`src/rtl/lc3b_types.sv`:
```
// Shared LC-3b cache types: line-address typedef and the write-back drain states.
package lc3b_types;

    typedef logic [11:0] lc3b_line_addr;

    typedef enum logic {
        wb_idle  = 1'b0,
        wb_write = 1'b1
    } lc3b_wb_state;

endpackage

```
`src/rtl/lc3b_writeback_buffer.sv`:
```
// Write-back buffer for evicted dirty lines: circular FIFO with address coalescing,
// a fully associative lookup port for misses, and a one-request-at-a-time drain FSM.
module lc3b_writeback_buffer
    import lc3b_types::*;
#(
    parameter int unsigned DEPTH  = 4,
    parameter int unsigned LINE_W = 128,
    parameter int unsigned ADDR_W = 12
) (
    input  logic                         clk,
    input  logic                         reset_n,
    input  logic                         enq_valid,
    output logic                         enq_ready,
    input  logic [ADDR_W-1:0]            enq_addr,
    input  logic [LINE_W-1:0]            enq_data,
    output logic                         mem_write,
    output logic [ADDR_W-1:0]            mem_addr,
    output logic [LINE_W-1:0]            mem_wdata,
    input  logic                         mem_resp,
    input  logic [ADDR_W-1:0]            lookup_addr,
    output logic                         lookup_hit,
    output logic [LINE_W-1:0]            lookup_data,
    output logic [$clog2(DEPTH+1)-1:0]   count,
    output logic                         empty,
    output logic                         full
);

    localparam int unsigned PW = $clog2(DEPTH);
    localparam int unsigned CW = $clog2(DEPTH+1);

    logic [DEPTH-1:0]  valid;
    logic [ADDR_W-1:0] addr_q [DEPTH];
    logic [LINE_W-1:0] data_q [DEPTH];
    logic [PW-1:0]     head;
    logic [PW-1:0]     tail;
    logic [CW-1:0]     count_q;
    lc3b_wb_state      state;

    logic [DEPTH-1:0]  lkp_match;
    logic [DEPTH-1:0]  enq_match;
    logic              lkp_hit;
    logic [PW-1:0]     lkp_sel;
    logic              enq_hit;
    logic [PW-1:0]     enq_sel;
    logic [PW-1:0]     idx;
    logic [PW-1:0]     wr_idx;
    logic              accept;
    logic              append;
    logic              pop;

    assign empty     = (count_q == '0);
    assign full      = (count_q == CW'(DEPTH));
    assign enq_ready = !full;
    assign count     = count_q;
    assign mem_write = (state == wb_write);

    assign accept = enq_valid && enq_ready;
    assign pop    = (state == wb_write) && mem_resp;
    assign append = accept && !enq_hit;
    assign wr_idx = enq_hit ? enq_sel : tail;

    // The head is excluded from coalescing while it is on the memory bus so its data stays stable.
    for (genvar i = 0; i < DEPTH; i++) begin : g_cam
        assign lkp_match[i] = valid[i] && (addr_q[i] == lookup_addr);
        assign enq_match[i] = valid[i] && (addr_q[i] == enq_addr) &&
                              !((state == wb_write) && (PW'(i) == head));
    end

    // Walk from head toward tail so the last match seen is the youngest.
    always_comb begin
        lkp_hit = 1'b0;
        lkp_sel = '0;
        enq_hit = 1'b0;
        enq_sel = '0;
        idx     = head;
        for (int unsigned k = 0; k < DEPTH; k++) begin
            idx = head + PW'(k);
            if (lkp_match[idx]) begin
                lkp_hit = 1'b1;
                lkp_sel = idx;
            end
            if (enq_match[idx]) begin
                enq_hit = 1'b1;
                enq_sel = idx;
            end
        end
    end

    assign lookup_hit  = lkp_hit;
    assign lookup_data = lkp_hit ? data_q[lkp_sel] : '0;
    assign mem_addr    = valid[head] ? addr_q[head] : '0;
    assign mem_wdata   = valid[head] ? data_q[head] : '0;

    always_ff @(posedge clk) begin
        if (accept) begin
            addr_q[wr_idx] <= enq_addr;
            data_q[wr_idx] <= enq_data;
        end
    end

    always_ff @(posedge clk or negedge reset_n) begin
        if (!reset_n) begin
            valid   <= '0;
            head    <= '0;
            tail    <= '0;
            count_q <= '0;
            state   <= wb_idle;
        end else begin
            if (pop) begin
                valid[head] <= 1'b0;
                head        <= head + PW'(1);
            end
            if (append) begin
                valid[tail] <= 1'b1;
                tail        <= tail + PW'(1);
            end
            count_q <= count_q + CW'(append) - CW'(pop);
            case (state)
                wb_idle:  if (!empty) state <= wb_write;
                wb_write: if (mem_resp) state <= wb_idle;
                default:  state <= wb_idle;
            endcase
        end
    end

endmodule
```
`config.mk`:
```
export PLATFORM = sky130hd
export DESIGN_NAME = lc3b_writeback_buffer
export DESIGN_NICKNAME = d
export VERILOG_FILES = /design/src/rtl/lc3b_types.sv /design/src/rtl/lc3b_writeback_buffer.sv
export SDC_FILE = /design/constraint.sdc
export NUM_CORES = 1
export LEC_CHECK = 0
export CORE_UTILIZATION = 45
export CTS_BUF_LIST = sky130_fd_sc_hd__clkbuf_2 sky130_fd_sc_hd__clkbuf_4 sky130_fd_sc_hd__clkbuf_8
export DETAILED_ROUTE_END_ITERATION = 12
export PLACE_DENSITY = 0.69
export SETUP_SLACK_MARGIN = 0.3
export SYNTH_ARGS = -nofsm -noshare
export SYNTH_HDL_FRONTEND = slang
export SYNTH_SLANG_ARGS = --single-unit
```
`constraint.sdc`:
```
create_clock -name clk -period 10.2 [get_ports clk]
set_input_delay 2.04 -clock clk [delete_from_list [all_inputs] [get_ports clk]]
set_output_delay 2.04 -clock clk [all_outputs]
set_load 0.005 [all_outputs]
```
**Word level (Yosys, flattened, before mapping)**

Memory sizes are Yosys's and may differ from the RTL's.
Cells that the tools add are included.

- Bits in writable memories: 560
- Register bits after elaboration: 12
- Output and inout bits: 276
- Word-level logic and storage cells: 114
- Input port bits: 156
- Memories kept: 2

- Bitwise operators: 4
- Order comparisons: 7
- Eq/ne operators: 12
- Reductions and logical operators: 29
- $add $sub $neg: 6
- Mux-type cells: 49

Memories:

| name | depth | width | read ports | clocked after Yosys merged registers in | write ports | RTL line | text |
|---|---|---|---|---|---|---|---|
| data_q | 4 | 128 | 2 | 0 | 1 | lc3b_writeback_buffer.sv:33 | `logic [LINE_W-1:0] data_q [DEPTH];` |
| addr_q | 4 | 12 | 5 | 0 | 1 | lc3b_writeback_buffer.sv:32 | `logic [ADDR_W-1:0] addr_q [DEPTH];` |

Operators by type and width:

| kind | count |
|---|---|
| $mux 128 | 2 |
| $eq 12x12->1 | 8 |
| $mux 1 | 23 |
| $logic_and 1x1->1 | 21 |
| $bmux 1 s2 | 9 |
| $mux 2 | 9 |
| $lt 2x3->1 const B | 5 |
| $mux 12 | 1 |
| $mux 4 | 2 |
| $logic_not 1->1 | 6 |
| $add 2x1->2 const B | 2 |
| $add 2x2->2 const B | 2 |
| $and 4x4->4 | 1 |
| $demux 1 s2 | 2 |
| $eq 2x2->1 const A | 2 |
| $ge 2x1->1 const B | 2 |
| $not 4->4 | 1 |
| $or 4x4->4 | 1 |
| $add 3x1->3 | 1 |
| $eq 3x3->1 const B | 1 |
| $logic_not 3->1 | 1 |
| $sub 3x1->3 | 1 |
| $eq 1x2->1 const A | 1 |
| $logic_not 2->1 | 1 |
| other kinds (2) | 2 |

**Depth between registers and ports, before layout**

- Word-level depth: 14
- Mapped depth: 17
- Mapped depth without buffers: 15

**Worst setup path after synthesis**

Ideal clock, no wire load.

- Kind: input to register
- From: input enq_addr[6]
- To: memory addr_q[2][0], enable pin
- Data arrival time: 9866 ps
- Buffers on the path: 1
- Stages on the path: 9
- Path slack: -321 ps
- Cell sequence: clkbuf_1 xor2_1 or4_1 nor4_1 and2_1 o21bai_1 o2111ai_1 a21oi_1 nor2b_1

- Cells in the longest elaborated chain, start to end: 10
- Elaborated cells between the ends (all ways): 29
- Those cells by class: 4 x eq/ne; 17 x mux; 8 x reduce/logical

RTL lines:

| what | RTL line | text |
|---|---|---|
| from (decl) | lc3b_writeback_buffer.sv:14 | `input logic [ADDR_W-1:0] enq_addr,` |
| $eq 12x12->1 | lc3b_writeback_buffer.sv:65 | `assign enq_match[i] = valid[i] && (addr_q[i] == enq_addr) &&` |
| $logic_and 1x1->1 (2 in series) | lc3b_writeback_buffer.sv:65 |  |
| $bmux 1 s2 | lc3b_writeback_buffer.sv:82 | `if (enq_match[idx]) begin` |
| $mux 1 (not written as such) | lc3b_writeback_buffer.sv:82 |  |
| $mux 2 / $mux 1 (equally long branches) (4 in series) | lc3b_writeback_buffer.sv:82 |  |
| $mux 2 * | lc3b_writeback_buffer.sv:60 | `assign wr_idx = enq_hit ? enq_sel : tail;` |
| to (decl) | lc3b_writeback_buffer.sv:32 |  |

Mark *: on every way between the ends. The rest lies on a longest branch, timed or not. The select of a mux whose other input is x is not followed.

**Worst setup path in the final report**

- From: input lookup_addr[3]
- To: output lookup_data[123]

- Cells in the longest elaborated chain, start to end: 10
- Elaborated cells between the ends (all ways): 26
- Those cells by class: 4 x eq/ne; 17 x mux; 4 x reduce/logical; 1 x memory

RTL lines:

| what | RTL line | text |
|---|---|---|
| from (decl) | lc3b_writeback_buffer.sv:20 | `input logic [ADDR_W-1:0] lookup_addr,` |
| $eq 12x12->1 | lc3b_writeback_buffer.sv:64 | `assign lkp_match[i] = valid[i] && (addr_q[i] == lookup_addr);` |
| $logic_and 1x1->1 | lc3b_writeback_buffer.sv:64 |  |
| $bmux 1 s2 | lc3b_writeback_buffer.sv:78 | `if (lkp_match[idx]) begin` |
| $mux 1 (not written as such) | lc3b_writeback_buffer.sv:78 |  |
| $mux 2 (4 in series) | lc3b_writeback_buffer.sv:78 |  |
| $mem_v2 4x128 | n/a |  |
| $mux 128 * | lc3b_writeback_buffer.sv:90 | `assign lookup_data = lkp_hit ? data_q[lkp_sel] : '0;` |
| to (decl) | lc3b_writeback_buffer.sv:22 | `output logic [LINE_W-1:0] lookup_data,` |

Marks and branches as above.

==> impl_metrics.yaml <==
run_status:
  status: "complete, no violations"
min_path:
  holdPathEnd: "count[0]"
  holdCritPathClass: "reg -> reg"
  whs_path_depth: 1
  hp-start: "count[0]"
global_route:
  antenna_found_initial: 7
  grt.overflow.total: 0
  grt_max_degree: 136
  grt_pass1_vias: 17200
  grt_pass1_wl_um: 104000
  gr-usage-all-layers: 0.229
cts:
  clkLatencyLatePin_ns: 0.69
  cts.htree.levels: 3
  clockRootBuffer: "clkbuf_8"
  ctsResizeCount: 0
  path_clk_slew_ns: 0.06
  cts_inserted_buffers: 95
  cts_tree: "built"
  ctsHoldBuffers: 0
  cts_setup_buffers: 0
  cts.path.max_buffers: 3
  numClockSinks: 572
sta:
  worst_clock_skew_ns: 0.0574
  finalHoldViolCount: 0
  fin_setup_tns_ns: 0
  setup_viol: 0
  fin_crit_ns: 8.44
  worst_pin_slew_ns: 1.07
  rsz0062_at_grt: "false"
  slew_headroom: 0.287
  maxSlewViolCount: 0
  max_freq_ghz: 0.119
  period_share: 0.827
  fin_hold_ws_ns: 0.589
yosys:
  synthFlopType: "edfxtp_1"
  async_reset_ff_frac: 0.0210
  syn_avg_cell_area_um2: 16.9
  synth_area_mm2: 0.0272
  netlist-cell-type-count: 53
  syn-num-nets: 1779
  synth_edf_count: 560
  yosysSeqAreaShare: 0.629
  yosys_warnings: 0
  syn_inst: 1612
  ys_ff_latch: 572
floorplanning:
  dieWidth_um: 248
  fp.dieH_um: 248
  initial_core_util: 0.458
  num_io_pins: 432
  rows: 89
  core_mm2: 0.0594
  die_area_mm2: 0.0614
placed_design:
  dp_hpwl_um: 44500
  place_congestion: 0.944
  portBuffers: 431
route:
  vias: 16600
  drt_iter0_markers: 1062
  drc: 0
  totalWireLength_um: 71500
  wl_per_cell_um: 24.8
  drt-pass1-iter-count: 5
  via_per_inst: 5.77
  ant_nets: 0
critical_path:
  start_kind: "primary input"
  reg2reg_to: "data_q[3][16]"
  required_ns: 8.16
  r2r_slack_ns: 4.36
  critPathArrivalTime_ns: 6.40
  reg2reg_from: "head[0]"
  ff2ff_path_depth: 10
  endpoint_kind: "output port"
  crit_fanout: 65
  crit_type: "in -> out"
final_layout:
  fillers: 4696
  multi_input_area_mm2: 0.00932
  nets: 2206
  regArea_mm2: 0.0171
  final_cell_mix: "edfxtp_1 (560), clkdlybuf4s50_1 (431), mux2i_1 (264)"
  drive_above_1_share: 0.151
  utilization: 0.569
  area.growth.synth_to_final_pct: 24.2
  layout_commonest_cell: "edfxtp_1"
power_and_ir_drop:
  power_density_mw_per_mm2: 311
  p_leak_uw: 0.0117
  ir_drop_v: 0.000200
run:
  maxCapViolations: 0
## state kept, by name (all words and copies together), names as in the netlist
signal and flops:
tail 2, count 3, data_q 512, mem_write 1, valid 4, addr_q 48, head 2
## worst max path at each step
stage	depth (start not counted)	start	end
after global routing	11	lookup_addr[11]	lookup_data[122]
after floorplan	8	enq_addr[6]	addr_q[1][0]
after detailed placement	11	lookup_addr[3]	lookup_data[122]
after global placement	11	lookup_addr[3]	lookup_data[74]
final	11	lookup_addr[3]	lookup_data[123]
after CTS	11	lookup_addr[3]	lookup_data[123]
## per-stage QoR
stage	setup WS (ns)	area [um^2]	instances	total power (uW)
finish	1.76	33800	2882	10500
detailed placement	1.83	32000	2715	8700
floorplan	2.36	27200	1612	6410
global route	1.57	33800	2881	11000
CTS	1.81	33800	2879	10600
global placement	1.94	32000	2715	8680
## cell families (layout without fill, tap and decap cells)
family	count (synthesis)	count (layout)	synth area share
xor gates and xnor gates	100	100	0.0328
and+or+nand+nor	228	228	0.0510
DFF	572	572	0.629
adders and majority gates	11	11	0.00534
AOI/OAI and AO/OA	159	159	0.0374
other	0	3	0
muxes	406	406	0.214
buffers and inverters	136	630	0.0301
## cell usage after synthesis (8+ instances only)
cell type	count	share of area
xnor2_1	77	0.025
nor4_1	8	0.0018
mux4_2	140	0.12
buf_6	30	0.012
dfrtp_1	12	0.011
inv_1	13	0.0018
ha_1	10	0.0046
xor2_1	21	0.0068
buf_2	18	0.0033
nand3_1	12	0.0022
nand2_1	19	0.0026
buf_1	11	0.0015
buf_4	8	0.0022
mux2i_1	264	0.097
edfxtp_1	560	0.62
nand4_1	17	0.0039
nor2b_1	143	0.033
clkbuf_1	52	0.0072
nor2_1	8	0.0011
o22ai_1	128	0.029
## layout make-up
type	instances	area share
Sequential cell	572	0.507
Multi-Input combinational cell	904	0.276
Timing Repair Buffer	452	0.135
Clock buffer	120	0.0443
Tap cell	773	0.0286
Clock inverter	44	0.00715
Inverter	14	0.00156
Antenna cell	3	0.000222
## layer usage
layer / up-vias / share of wire / global-route usage
met4: 6 / 0.022 / 0.0776
met2: 613 / 0.49 / 0.378
met1: 8565 / 0.41 / 0.295
li1: 7316 / - / -
met5: - / 0.00057 / 0
met3: 117 / 0.075 / 0.0568
## power breakdown
group          total (uW)  internal, uW  switching, uW
registers            3420          3120            293
logic                5190          2700           2490
clock network        1890           986            901
## worst max-delay path, cell delays in order
cell	delay (ns)
clkdlybuf4s50_1	0.64
xnor2_1	0.16
nand3_1	0.14
or4_1	0.62
mux2i_1	0.19
o221ai_1	0.20
o21ai_4	0.14
buf_4	0.76
buf_4	0.69
o22ai_1	0.19
clkdlybuf4s50_1	0.50
Power figures use the tool's default switching activity.
